### config.mk
export PLATFORM = sky130hd
export DESIGN_NAME = fcvt_int2fp_seq
export DESIGN_NICKNAME = d
export VERILOG_FILES = /design/src/rtl/fpu_pkg.sv /design/src/rtl/fcvt_round.sv /design/src/rtl/fcvt_int2fp_seq.sv
export SDC_FILE = /design/constraint.sdc
export NUM_CORES = 1
export LEC_CHECK = 0
export ABC_AREA = 0
export ABC_CLOCK_PERIOD_IN_PS = 3950
export BUFFER_PORTS_ARGS = -buffer_cell sky130_fd_sc_hd__clkbuf_2
export CORE_ASPECT_RATIO = 1.4
export CORE_UTILIZATION = 40
export CTS_CLUSTER_DIAMETER = 200
export DETAILED_ROUTE_END_ITERATION = 16
export PLACE_DENSITY = 0.55
export REMOVE_ABC_BUFFERS = 1
export SLEW_MARGIN = 20
export SYNTH_ARGS = -nofsm -noshare
export SYNTH_HDL_FRONTEND = slang
export SYNTH_SLANG_ARGS = --single-unit
### constraint.sdc
create_clock -name clk -period 3.95 [get_ports clk]
set_clock_uncertainty 0.2 [all_clocks]
set_input_delay 0.1975 -clock clk [delete_from_list [all_inputs] [get_ports clk]]
set_output_delay 0.1975 -clock clk [all_outputs]
set_load 0.03 [all_outputs]
### src/rtl/fpu_pkg.sv
`default_nettype none
// +----------------------------------------------------------------------------+
// | Package     : fpu_pkg                                                       |
// | Description : Shared FPU constants, format widths and sequencer states      |
// | Revision    : 1.0 - initial release                                         |
// +----------------------------------------------------------------------------+
package fpu_pkg;

  localparam int BIAS_D = 1023;
  localparam int BIAS_S = 127;
  localparam int MANT_D = 52;
  localparam int EXP_D  = 11;
  localparam int MANT_S = 23;
  localparam int EXP_S  = 8;

  localparam logic [31:0] c_nan_box = 32'hFFFF_FFFF;

  typedef enum logic [1:0] {
    ST_IDLE  = 2'd0,
    ST_NORM  = 2'd1,
    ST_ROUND = 2'd2,
    ST_DONE  = 2'd3
  } cvt_state_e;

endpackage : fpu_pkg
`default_nettype wire

### src/rtl/fcvt_round.sv
`default_nettype none
// +----------------------------------------------------------------------------+
// | Module      : fcvt_round                                                    |
// | Description : Round-to-nearest-even packer for a normalized magnitude       |
// | Revision    : 1.0 - initial release                                         |
// +----------------------------------------------------------------------------+
module fcvt_round #(
  parameter int BIAS_D = fpu_pkg::BIAS_D,
  parameter int BIAS_S = fpu_pkg::BIAS_S
) (
  input  logic [63:0] mag,
  input  logic [5:0]  shcnt,
  input  logic        sign,
  input  logic        dbl,
  output logic [63:0] result,
  output logic        nx
);
  import fpu_pkg::*;

  logic [10:0]        w_exp_base;
  logic               w_zero;

  logic [MANT_D-1:0]  w_m_d;
  logic               w_g_d;
  logic               w_st_d;
  logic               w_up_d;
  logic [MANT_D:0]    w_sum_d;
  logic [EXP_D-1:0]   w_exp_d;

  logic [MANT_S-1:0]  w_m_s;
  logic               w_g_s;
  logic               w_st_s;
  logic               w_up_s;
  logic [MANT_S:0]    w_sum_s;
  logic [EXP_S-1:0]   w_exp_s;

  // A normalized non-zero magnitude always has its MSB set.
  assign w_zero     = ~mag[63];
  assign w_exp_base = 11'd63 - {5'd0, shcnt};

  assign w_m_d   = mag[62:11];
  assign w_g_d   = mag[10];
  assign w_st_d  = |mag[9:0];
  assign w_up_d  = w_g_d & (w_st_d | w_m_d[0]);
  assign w_sum_d = {1'b0, w_m_d} + {{MANT_D{1'b0}}, w_up_d};
  // On mantissa carry-out the low field is already all zeros.
  assign w_exp_d = w_exp_base + 11'(BIAS_D) + {10'd0, w_sum_d[MANT_D]};

  assign w_m_s   = mag[62:40];
  assign w_g_s   = mag[39];
  assign w_st_s  = |mag[38:0];
  assign w_up_s  = w_g_s & (w_st_s | w_m_s[0]);
  assign w_sum_s = {1'b0, w_m_s} + {{MANT_S{1'b0}}, w_up_s};
  assign w_exp_s = w_exp_base[7:0] + 8'(BIAS_S) + {7'd0, w_sum_s[MANT_S]};

  always_comb begin
    result = 64'd0;
    nx     = 1'b0;
    if (w_zero) begin
      result = dbl ? 64'd0 : {c_nan_box, 32'd0};
    end else if (dbl) begin
      result = {sign, w_exp_d, w_sum_d[MANT_D-1:0]};
      nx     = w_g_d | w_st_d;
    end else begin
      result = {c_nan_box, sign, w_exp_s, w_sum_s[MANT_S-1:0]};
      nx     = w_g_s | w_st_s;
    end
  end

endmodule : fcvt_round
`default_nettype wire

### src/rtl/fcvt_int2fp_seq.sv
`default_nettype none
// +----------------------------------------------------------------------------+
// | Module      : fcvt_int2fp_seq                                               |
// | Description : Multi-cycle integer to single/double converter sequencer      |
// | Revision    : 1.0 - initial release                                         |
// +----------------------------------------------------------------------------+
module fcvt_int2fp_seq #(
  parameter int BUS_WIDTH = 64,
  parameter int BIAS_D    = fpu_pkg::BIAS_D,
  parameter int BIAS_S    = fpu_pkg::BIAS_S
) (
  input  logic                 clk,
  input  logic                 rst_n,
  input  logic                 req_valid,
  output logic                 req_ready,
  input  logic [BUS_WIDTH-1:0] req_op,
  input  logic                 req_word,
  input  logic                 req_signed,
  input  logic                 req_dbl,
  input  logic                 kill,
  output logic                 resp_valid,
  input  logic                 resp_ready,
  output logic [BUS_WIDTH-1:0] resp_data,
  output logic                 resp_nx
);
  import fpu_pkg::*;

  cvt_state_e  r_state;
  cvt_state_e  w_state_nxt;

  logic [63:0] r_mag;
  logic [5:0]  r_shcnt;
  logic        r_sign;
  logic        r_dbl;
  logic [63:0] r_resp_data;
  logic        r_resp_nx;

  logic [63:0] w_ext;
  logic        w_sign;
  logic [63:0] w_mag_in;
  logic        w_load;
  logic        w_sh8;
  logic        w_sh1;
  logic        w_cap;
  logic [63:0] w_rnd_result;
  logic        w_rnd_nx;

  assign w_ext = req_word ? (req_signed ? {{32{req_op[31]}}, req_op[31:0]}
                                        : {32'd0, req_op[31:0]})
                          : req_op;
  assign w_sign   = req_signed & w_ext[63];
  assign w_mag_in = w_sign ? (~w_ext + 64'd1) : w_ext;

  always_ff @(posedge clk or negedge rst_n) begin
    if (!rst_n) begin
      r_state <= ST_IDLE;
    end else begin
      r_state <= w_state_nxt;
    end
  end

  always_comb begin
    w_state_nxt = r_state;
    w_load      = 1'b0;
    w_sh8       = 1'b0;
    w_sh1       = 1'b0;
    w_cap       = 1'b0;
    case (r_state)
      ST_IDLE: begin
        if (req_valid) begin
          w_load      = 1'b1;
          w_state_nxt = (w_mag_in == 64'd0) ? ST_ROUND : ST_NORM;
        end
      end
      ST_NORM: begin
        if (r_mag[63:56] == 8'd0) begin
          w_sh8 = 1'b1;
        end else if (!r_mag[63]) begin
          w_sh1 = 1'b1;
        end else begin
          w_state_nxt = ST_ROUND;
        end
      end
      ST_ROUND: begin
        w_cap       = 1'b1;
        w_state_nxt = ST_DONE;
      end
      ST_DONE: begin
        if (resp_ready) begin
          w_state_nxt = ST_IDLE;
        end
      end
      default: w_state_nxt = ST_IDLE;
    endcase
    // A flush overrides everything, including a request offered this cycle.
    if (kill) begin
      w_state_nxt = ST_IDLE;
      w_load      = 1'b0;
      w_sh8       = 1'b0;
      w_sh1       = 1'b0;
      w_cap       = 1'b0;
    end
  end

  always_ff @(posedge clk or negedge rst_n) begin
    if (!rst_n) begin
      r_mag       <= 64'd0;
      r_shcnt     <= 6'd0;
      r_sign      <= 1'b0;
      r_dbl       <= 1'b0;
      r_resp_data <= 64'd0;
      r_resp_nx   <= 1'b0;
    end else begin
      if (w_load) begin
        r_mag   <= w_mag_in;
        r_shcnt <= 6'd0;
        r_sign  <= w_sign;
        r_dbl   <= req_dbl;
      end else if (w_sh8) begin
        r_mag   <= {r_mag[55:0], 8'd0};
        r_shcnt <= r_shcnt + 6'd8;
      end else if (w_sh1) begin
        r_mag   <= {r_mag[62:0], 1'b0};
        r_shcnt <= r_shcnt + 6'd1;
      end
      if (w_cap) begin
        r_resp_data <= w_rnd_result;
        r_resp_nx   <= w_rnd_nx;
      end
    end
  end

  fcvt_round #(
    .BIAS_D (BIAS_D),
    .BIAS_S (BIAS_S)
  ) u_round (
    .mag    (r_mag),
    .shcnt  (r_shcnt),
    .sign   (r_sign),
    .dbl    (r_dbl),
    .result (w_rnd_result),
    .nx     (w_rnd_nx)
  );

  assign req_ready  = (r_state == ST_IDLE);
  assign resp_valid = (r_state == ST_DONE);
  assign resp_data  = r_resp_data;
  assign resp_nx    = r_resp_nx;

endmodule : fcvt_int2fp_seq
`default_nettype wire

==> results of run 1 <==
[synthesized netlist by cell type (6+ instances only)]
| library cell | count |
|---|---|
| o31ai_1 | 11 |
| a31oi_1 | 42 |
| nor3_1 | 39 |
| nand3_1 | 88 |
| and4_1 | 8 |
| or4_1 | 6 |
| a21o_1 | 6 |
| a21oi_1 | 96 |
| and3_1 | 18 |
| nor4_1 | 36 |
| nand2b_1 | 9 |
| ha_1 | 15 |
| o21ai_0 | 116 |
| or2_2 | 10 |
| buf_1 | 15 |
| or3_1 | 9 |
| xor2_1 | 63 |
| xnor2_1 | 65 |
| clkbuf_1 | 127 |
| mux2i_1 | 8 |
| nand2_1 | 253 |
| dfrtp_1 | 139 |
| inv_1 | 25 |
| o2111ai_1 | 8 |
| o211ai_1 | 60 |
| nand4_1 | 27 |
| nor2_1 | 142 |
| and2_1 | 6 |
| a211oi_1 | 12 |
| o41ai_1 | 8 |
[placed cells by master (no fill, tap or decap), types with 5 or more instances in the layout]
cell type,synthesis,routed
a211oi_1,12,11
a21o_1,6,6
a21oi_1,96,96
a31oi_1,42,42
and2_1,6,5
and3_1,18,18
and4_1,8,8
buf_12,0,6
buf_4,0,68
clkbuf_16,0,17
clkbuf_2,0,137
dfrtp_1,139,138
dlygate4sd3_1,0,28
ha_1,15,15
inv_1,25,25
mux2i_1,8,8
nand2_1,253,253
nand2b_1,9,9
nand3_1,88,88
nand4_1,27,27
nor2_1,142,140
nor3_1,39,39
nor4_1,36,34
o2111ai_1,8,8
o211ai_1,60,60
o21ai_0,116,116
o31ai_1,11,11
o41ai_1,8,8
or2_2,10,9
or3_1,9,9
or4_1,6,6
xnor2_1,65,65
xor2_1,63,63
[power groups by stage]
| stage | clock, mW | sequential [mW] | combinational (mW) |
|---|---|---|---|
| after global placement | 0 | 2.92 | 3.88 |
| final | 1.72 | 2.92 | 3.92 |
| after global routing | 1.80 | 3.02 | 4.36 |
| after detailed placement | 0 | 2.93 | 3.90 |
| after CTS | 1.76 | 2.91 | 3.94 |
| after floorplan | 0 | 3.38 | 1.90 |
[critical path, stage by stage]
cell	delay (ps)
dlygate4sd3_1	570
clkbuf_2	170
or4_4	570
or4_4	490
or4_1	510
a211oi_2	230
o22a_1	150
nand4_1	160
nor4_2	320
buf_4	150
nand4_1	150
a221oi_2	270
[cells by family (layout without fill, tap and decap cells)]
| family | Yosys count | count (layout) | share of synthesized area [%] |
|---|---|---|---|
| AND/OR/NAND/NOR | 675 | 675 | 28.2 |
| AO/OA/AOI/OAI | 403 | 403 | 22.4 |
| buffers and inverters | 172 | 297 | 5.88 |
| flip-flops | 139 | 139 | 31.0 |
| XOR/XNOR | 128 | 128 | 10.0 |
| adder cells (fa/ha/maj) | 15 | 15 | 1.67 |
| multiplexers | 9 | 9 | 0.815 |
[state kept, by name, indices dropped and copies added (netlist names)]
name	count
resp_data	64
r_mag	64
r_shcnt	6
r_dbl	1
r_state	2
resp_nx	1
r_sign	1
[what timing repair did]
item	CTS	global route
endpoints found under the setup margin	0	2
hold endpoints to repair	107	0
hold buffers	28	0
resized for setup	0	4
[per-layer routing]
layer	wire (um)	vias to the layer above	GRT usage [%]	share of wire (%)
met3	1890	98	3.10	4.7
li1	-	5728	-	-
met1	16600	5535	34.6	42
met2	19300	414	48.6	48
met5	0	-	0	0
met4	2100	0	16.9	5.3
[per-stage QoR]
step                std cells  setup TNS [ps]  area (um2)  utilization [%]
floorplan                1395           -7150       10600                -
global placement         1977               0       12500             45.2
detailed placement       1977               0       12500             45.2
CTS                      2036               0       13400             48.5
global route             2036               0       13400             48.6
finish                   2036               0       13400             48.6
[worst max path at each step]
stage                            from                         to  slack, ps  depth (start not counted)
5_1_grt                     req_op[3]     r_state[1]$_DFFE_PN0P_          7                         12
4_1_cts                     req_op[4]     r_state[1]$_DFFE_PN0P_        190                         12
3_3_place_gp                 req_word     r_state[0]$_DFFE_PN0P_        340                         14
6_report                    req_op[3]     r_state[1]$_DFFE_PN0P_        150                         12
3_5_place_dp                 req_word     r_state[1]$_DFFE_PN0P_        250                         14
2_1_floorplan  r_state[0]$_DFFE_PN0P_  resp_data[25]$_DFFE_PN0P_       -360                          6
[layout make-up]
class,count,area share (%)
repair buffers,240,12.0
inverters,26,0.728
well taps,370,3.46
multi-input cells,1230,53.1
flip-flops and latches,139,26.0
clock inverters,11,1.25
clock buffers,20,3.48
==> run_results.csv, run 1 <==
group,metric,value,unit
floorplanning,rows,72,
timing,finalCritPeriodShare,96.2,%
place,hpwl,30.0,mm
power_and_ir_drop,power_switching_share,46.9,%
timing,setup_ws,152,ps
clock_tree,clk_path_buf_depth,2,
place,place_ws,250,ps
layout,seq_area,0.00348,mm2
routing,drc_errors,0,
timing,clock.fmax,263,MHz
clock_tree,worstSkewPairLatency,440,ps
yosys,yosys.area.top_type_share,31.0,%
layout,layout-drive-gt1-share,16.4,%
setup_path,r2r-start,"r_mag[39]$_DFFE_PN0P_",
power_and_ir_drop,p_int,4.55,mW
place,io_buffer_count,138,
yosys,synth_edf_count,0,
routing,vias_per_cell,5.78,
floorplanning,num_io_pins,139,
place,place.gp.congestion,1.01,
routing,routed_wl,39.9,mm
clock_tree,cts_root_buf,"clkbuf_16",
setup_path,startpoint_type,"primary input",
floorplanning,core,0.0276,mm2
yosys,async_flop_share,100,%
setup_path,rr_endpoint,"resp_data[25]$_DFFE_PN0P_",
floorplanning,die_x,143,um
routing,vias,11800,
timing,holdWs,9.80,ps
timing,fin_crit,3800,ps
clock_tree,cts_tree,"done",
layout,syn2layout_area_growth,19.5,%
yosys,yosysTopAreaCell,"dfrtp_1",
timing,tightest_slew,1070,ps
floorplanning,die-area,0.0287,mm2
layout,multi_input_area,0.00712,mm2
worst_hold_path,hold_class,"primary input to flip-flop",
grt,antenna_found_initial,0,
power_and_ir_drop,total_power,8.56,mW
grt,overflow,0,
timing,hold_viol,0,
setup_path,r2r_cells,12,
power_and_ir_drop,peakVddDrop,0.000330,V
worst_hold_path,holdPathStages,4,
worst_hold_path,hold_end,"r_mag[58]$_DFFE_PN0P_",
clock_tree,htreeDepth,4,
yosys,synth_cell_types,71,
setup_path,cp-end-kind,"flip-flop",
setup_path,critPathKind,"primary input to flip-flop",
routing,ant_nets,0,
setup_path,path_max_fanout,6,
yosys,synth_area_leaders,"dfrtp_1 (31%), nand2_1 (8.5%), o21ai_0 (5.2%), xnor2_1 (5.1%), xor2_1 (4.9%)",
power_and_ir_drop,comb_power_share,45.8,%
grt,grt_max_degree,109,
routing,dr.first_iter.drc_count,626,
yosys,ys.warnings.count,0,
power_and_ir_drop,p_leak,5.39,nW
grt,track_usage,28.5,%
setup_path,r2r_slack,510,ps
yosys,syn-cell-area,0.0112,mm2
yosys,ys_seq_elements,139,
floorplanning,start_util,40.7,%
clock_tree,cts.clk_slew.worst_paths,60,ps
power_and_ir_drop,cellPowerDensity,639,mW/mm2
timing,finalMaxSlewViolations,0,
setup_path,crit_arrival,3940,ps
timing,setup_viol,0,
floorplanning,die_h,200,um
clock_tree,postCtsSetupBuffers,0,
timing,max_slew_margin,28.4,%
layout,fillerInstances,2888,
grt,grt_pass1_wl,62.5,mm
timing,rsz0062_at_grt,"no",
yosys,synth_ff_type,"dfrtp_1",
run_status,status,"finished clean",
power_and_ir_drop,seqPwrFrac,34.1,%
grt,grt_pass1_vias,11300,
clock_tree,clock_sinks,139,
yosys,ys_seq_area_share,31.0,%
clock_tree,cts_buffers,17,
routing,post_drt_wl_per_cell,19.6,um
setup_path,critPathRequiredTime,4090,ps
layout,antenna_cells,0,
layout,fin_nets,1741,
routing,firstDrtPassIters,6,
yosys,syn_inst,1541,
yosys,avgSynthCellArea,7.27,um2
power_and_ir_drop,power_frac_clock,20.1,%
flow_run,cap_violations,0,
worst_hold_path,hp-start,"req_valid",
power_and_ir_drop,power_switching,4.01,mW
(Power assumes the default switching activity.)
==> inputs of run 2 (changes only) <==
--- a/config.mk
+++ b/config.mk
@@ -6,7 +6,7 @@
 export NUM_CORES = 1
 export LEC_CHECK = 0
 export ABC_AREA = 0
-export ABC_CLOCK_PERIOD_IN_PS = 3950
+export ABC_CLOCK_PERIOD_IN_PS = 4150
 export BUFFER_PORTS_ARGS = -buffer_cell sky130_fd_sc_hd__clkbuf_2
 export CORE_ASPECT_RATIO = 1.4
 export CORE_UTILIZATION = 40
==> constraint.sdc (replaced) <==
create_clock -name clk -period 4.15 [get_ports clk]
set_clock_uncertainty 0.2 [all_clocks]
set_input_delay 0.2075 -clock clk [delete_from_list [all_inputs] [get_ports clk]]
set_output_delay 0.2075 -clock clk [all_outputs]
set_load 0.03 [all_outputs]
==> run 2 against run 1 <==
  * Count of clock-buffer cells in the layout up 2
  * Highest routed layer unchanged
  * Flip-flop and latch count unchanged
  * Clock power about the same
  * Die area unchanged
==> run_results.csv, run 2 (synthesized netlist as in run 1, its figures left out) <==
group,metric,value,unit
floorplanning,rows,72,
layout,fin_nets,1708,
layout,layout-drive-gt1-share,14.6,%
floorplanning,die_x,143,um
routing,ant_nets,0,
place,io_buffer_count,138,
layout,layout_common_cells,"nand2_1 (253), nor2_1 (140), dfrtp_1 (138)",
routing,drc_errors,0,
routing,routed_wl,39.1,mm
place,place.gp.congestion,0.900,
routing,vias_per_cell,5.75,
clock_tree,worstSkewPairLatency,440,ps
grt,track_usage,28.2,%
routing,firstDrtPassIters,5,
run_status,status,"finished clean",
timing,clock.fmax,259,MHz
timing,holdWs,22.6,ps
setup_path,r2r_cells,10,
power_and_ir_drop,cellPowerDensity,617,mW/mm2
grt,overflow,0,
grt,grt_pass1_wl,61.8,mm
clock_tree,cts_buffers,17,
floorplanning,num_io_pins,139,
setup_path,cp-end-kind,"flip-flop",
worst_hold_path,hold_end,"r_mag[21]$_DFFE_PN0P_",
clock_tree,cts_root_buf,"clkbuf_16",
worst_hold_path,hp-start,"req_op[21]",
routing,vias,11500,
setup_path,rr_endpoint,"resp_data[41]$_DFFE_PN0P_",
setup_path,slowest_stage,"dlygate4sd3_1",
clock_tree,clk_path_buf_depth,2,
clock_tree,cts.clk_slew.worst_paths,60,ps
timing,tightest_slew,1090,ps
clock_tree,clock_sinks,139,
timing,rsz0062_at_grt,"no",
place,place_area,0.0122,mm2
timing,fin_crit,3860,ps
clock_tree,cts_tree,"done",
setup_path,crit_family,"simple AND/OR/NAND/NOR gates",
layout,final_common_cell,"nand2_1",
floorplanning,start_util,40.7,%
layout,syn2layout_area_growth,17.2,%
setup_path,startpoint_type,"primary input",
timing,max_slew_margin,27.2,%
setup_path,critPathLaunch,"req_op[22]",
setup_path,path_max_fanout,7,
setup_path,crit_arrival,3990,ps
floorplanning,core,0.0276,mm2
routing,dr.first_iter.drc_count,699,
timing,hold_viol,0,
floorplanning,die-area,0.0287,mm2
setup_path,r2r-start,"r_mag[27]$_DFFE_PN0P_",
flow_run,cap_violations,0,
setup_path,slowest_delay,540,ps
setup_path,worst-path-buf-inv,2,
timing,finalCritPeriodShare,93.1,%
setup_path,critPathRequiredTime,4270,ps
layout,fin_area,0.0131,mm2
setup_path,critPathKind,"primary input to flip-flop",
grt,grt_max_degree,102,
grt,grt_pass1_vias,11100,
power_and_ir_drop,peakVddDrop,0.000326,V
worst_hold_path,holdPathStages,3,
worst_hold_path,hold_class,"primary input to flip-flop",
clock_tree,cts_resized,0,
timing,setup_viol,0,
power_and_ir_drop,p_leak,5.23,nW
setup_path,path_cells,"dlygate4sd3_1 -> clkbuf_2 -> nor4_1 -> and4_1 -> and4_1 -> a21oi_1 -> a311oi_1 -> nand4_1 -> nor4_1 -> nand4_1 -> a22o_1",
timing,finalMaxSlewViolations,0,
place,hpwl,29.3,mm
floorplanning,die_h,200,um
clock_tree,htreeDepth,4,
grt,antenna_found_initial,0,
setup_path,r2r_slack,670,ps
layout,antenna_cells,0,
routing,post_drt_wl_per_cell,19.5,um
-- run 2: stage by stage --
step	TNS (ps)	utilization (%)	instances	power, mW	setup slack [ps]
after floorplan	-950	-	1395	5.02	-158
after global placement	0	44.4	1948	6.39	407
after detailed placement	0	44.4	1948	6.42	438
after CTS	0	47.6	2004	8.15	346
after global routing	0	47.7	2004	8.73	58.7
final	0	47.7	2004	8.10	287
-- run 2: cell type report --
class | instances | area [um2]
clock buffers | 22 | 464
clock inverters | 10 | 189
fillers | 2858 | 14400
inverters | 26 | 97.6
multi-input cells | 1230 | 7090
flip-flops and latches | 139 | 3480
well taps | 370 | 463
repair buffers | 207 | 1350
-- run 2: repair_timing --
action,CTS,global route
endpoints found under the hold margin,103,0
hold buffers,24,0
setup buffers,0,0
-- run 2: layer usage --
| metal | vias up | global-route usage (%) | part of all wire (%) |
|---|---|---|---|
| met2 | 353 | 47.8 | 49 |
| met3 | 88 | 3.55 | 4.2 |
| met1 | 5425 | 34.8 | 43 |
| li1 | 5663 | - | - |
| met4 | 0 | 15.1 | 4.5 |
| met5 | - | 0 | 0 |
-- run 2: worst max path at each step --
| stage | end | slack, ps | cells after the start |
|---|---|---|---|
| after floorplan | resp_data[25]$_DFFE_PN0P_ | -160 | 6 |
| after global placement | r_state[0]$_DFFE_PN0P_ | 410 | 11 |
| after detailed placement | r_state[0]$_DFFE_PN0P_ | 440 | 11 |
| after CTS | r_state[0]$_DFFE_PN0P_ | 350 | 12 |
| after global routing | r_state[0]$_DFFE_PN0P_ | 60 | 11 |
| final | r_state[0]$_DFFE_PN0P_ | 290 | 11 |
-- run 2: worst register-to-register path: cells and delay by family, from the launching register on --
kind / cells / cell delay [ps]
flops: 1 / 480
buf+inv: 1 / 220
xor+xnor: 1 / 160
simple gates: 7 / 2120
compound gates: 1 / 180
-- run 2: power breakdown --
part	switching (mW)	leakage (nW)	total, mW	internal [mW]
clock	0.591	0.314	1.69	1.10
combinational	2.28	3.22	3.55	1.27
sequential	0.909	1.69	2.87	1.96
total	3.78	5.23	8.10	4.32
==> inputs of run 3 (changes only) <==
--- a/config.mk
+++ b/config.mk
@@ -12,8 +12,10 @@
 export CORE_UTILIZATION = 40
 export CTS_CLUSTER_DIAMETER = 200
 export DETAILED_ROUTE_END_ITERATION = 16
+export MAX_ROUTING_LAYER = met4
 export PLACE_DENSITY = 0.55
 export REMOVE_ABC_BUFFERS = 1
+export SETUP_SLACK_MARGIN = 0.4
 export SLEW_MARGIN = 20
 export SYNTH_ARGS = -nofsm -noshare
 export SYNTH_HDL_FRONTEND = slang
==> run 3 against run 2 <==
  * Design area grew 1.4%
  * First-iteration DRC count down 2.0%
  * Power grew 0.17%
  * Combinational power rose by 2%
  * Worst hold slack better by 3.7 ps
  * Register-to-register slack gained 100 ps
  * Clock power down 3%
  * Maximum frequency increased by 8.3%
  * Routed wire length up 2.8%
  * Flip-flop and latch count unchanged
  * Highest routed layer unchanged
==> run_results.csv, run 3 (synthesized netlist as in run 1, its figures left out) <==
group,metric,value,unit
setup_path,cp-end-kind,"flip-flop",
worst_hold_path,hold_class,"primary input to flip-flop",
routing,drc_errors,0,
routing,ant_nets,0,
floorplanning,die_h,200,um
layout,fin_area,0.0133,mm2
timing,clock.fmax,280,MHz
floorplanning,rows,72,
setup_path,r2r_slack,770,ps
clock_tree,cts_root_buf,"clkbuf_16",
power_and_ir_drop,p_leak,5.31,nW
timing,finalCritPeriodShare,86.0,%
power_and_ir_drop,power_frac_clock,20.2,%
setup_path,r2r_cells,10,
place,place.gp.congestion,0.973,
timing,max_slew_margin,27.3,%
grt,grt_pass1_vias,11200,
setup_path,critPathKind,"primary input to flip-flop",
setup_path,r2r-start,"r_mag[27]$_DFFE_PN0P_",
floorplanning,die-area,0.0287,mm2
grt,grt_max_degree,73,
layout,layout_common_cells,"nand2_1 (253), nor2_1 (140), dfrtp_1 (138)",
layout,fin_nets,1722,
timing,finalMaxSlewViolations,0,
routing,firstDrtPassIters,5,
layout,antenna_cells,0,
routing,post_drt_wl_per_cell,19.9,um
place,hpwl,30.4,mm
clock_tree,cts.clk_slew.worst_paths,60,ps
routing,vias,11800,
setup_path,path_max_fanout,4,
grt,track_usage,29.6,%
timing,rsz0062_at_grt,"no",
power_and_ir_drop,p_int,4.27,mW
clock_tree,clock_sinks,139,
power_and_ir_drop,total_power,8.12,mW
grt,grt_pass1_wl,62.9,mm
place,io_buffer_count,138,
routing,vias_per_cell,5.82,
clock_tree,clk_path_buf_depth,2,
setup_path,critPathRequiredTime,4300,ps
worst_hold_path,hp-start,"req_op[20]",
power_and_ir_drop,peakVddDrop,0.000319,V
layout,fillerInstances,2853,
worst_hold_path,holdPathStages,3,
setup_path,critPathLaunch,"req_op[0]",
power_and_ir_drop,seqPwrFrac,35.3,%
place,place_area,0.0123,mm2
power_and_ir_drop,cellPowerDensity,610,mW/mm2
power_and_ir_drop,comb_power_share,44.6,%
layout,syn2layout_area_growth,18.8,%
setup_path,crit_arrival,3720,ps
clock_tree,cts_buffers,17,
routing,routed_wl,40.2,mm
clock_tree,worstSkewPairLatency,450,ps
setup_path,startpoint_type,"primary input",
timing,hold_viol,0,
power_and_ir_drop,power_switching_share,47.4,%
routing,dr.first_iter.drc_count,685,
clock_tree,htreeDepth,4,
timing,fin_crit,3570,ps
floorplanning,core,0.0276,mm2
floorplanning,start_util,40.7,%
timing,tightest_slew,1090,ps
flow_run,cap_violations,0,
run_status,status,"finished clean",
timing,setup_viol,0,
grt,antenna_found_initial,0,
power_and_ir_drop,power_switching,3.85,mW
clock_tree,cts_tree,"done",
floorplanning,num_io_pins,139,
layout,final_common_cell,"nand2_1",
layout,layout-drive-gt1-share,16.4,%
floorplanning,die_x,143,um
timing,finalSetupTns,0,ps
grt,overflow,0,
## run 3: cell types whose count changed in the layout (fill, tap and decap cells not counted), sizes merged
cell,previous run,this run
buf,46,59
bufinv,5,4
clkbuf,159,155
clkinv,4,3
clkinvlp,1,5
dlygate4sd3,24,25
dlymetal6s4s,0,1
inv,26,27
## run 3: cell type report
cell class	count	area, um2	area share [%]
Timing Repair Buffer	221	1430	10.8
Sequential cell	139	3480	26.1
Clock buffer	19	443	3.33
Inverter	26	97.6	0.733
Multi-Input combinational cell	1230	7210	54.1
Clock inverter	13	193	1.45
Tap cell	370	463	3.48
## run 3: power groups by stage
stage                     registers [mW]  clock network [mW]  logic (mW)
after detailed placement            2.86                   0        3.59
after global routing                2.96                1.72        4.02
after floorplan                     3.21                   0        1.81
after global placement              2.84                   0        3.59
after CTS                           2.84                1.67        3.62
final                               2.86                1.64        3.62
## run 3: repair_timing
item	CTS	global route
endpoints found under the setup margin	0	2
hold buffers	26	0
hold endpoints to repair	94	0
setup buffers	0	2
gates resized for setup	0	24
## run 3: worst paths after layout
check                                                 end
worst max-delay path               r_state[1]$_DFFE_PN0P_
worst min-delay path                r_mag[20]$_DFFE_PN0P_
worst max register to register  resp_data[43]$_DFFE_PN0P_
worst min register to register  resp_data[11]$_DFFE_PN0P_
max in group asynchronous           r_mag[13]$_DFFE_PN0P_
min in group asynchronous       resp_data[39]$_DFFE_PN0P_
## run 3: worst max-delay path, cell delays in order
cell	delay, ps
dlygate4sd3_1	550
clkbuf_2	140
inv_1	90
ha_2	220
nor3b_2	190
nand4b_1	270
buf_4	240
or2_1	270
o41ai_1	330
o22a_1	280
nand4_1	140
nor4_2	280
nand4_1	230
a221oi_2	290
## run 3: through the flow
| step | cells | setup WS, ps | utilization (%) | hold WS, ps |
|---|---|---|---|---|
| global route | 2018 | 394 | 48.3 | 67.9 |
| detailed placement | 1958 | 403 | 44.5 | 71.4 |
| finish | 2018 | 583 | 48.3 | 26.4 |
| global placement | 1958 | 363 | 44.5 | 72.3 |
| CTS | 2016 | 410 | 47.8 | 0.480 |
| floorplan | 1395 | -158 | - | -288 |
## run 3: per-layer routing
layer	GRT usage [%]	part of all wire (%)	vias to the layer above
met5	-	0	-
met4	15.0	4.4	0
met3	3.27	4.2	84
met2	48.9	49	381
met1	35.7	42	5600
li1	-	-	5688
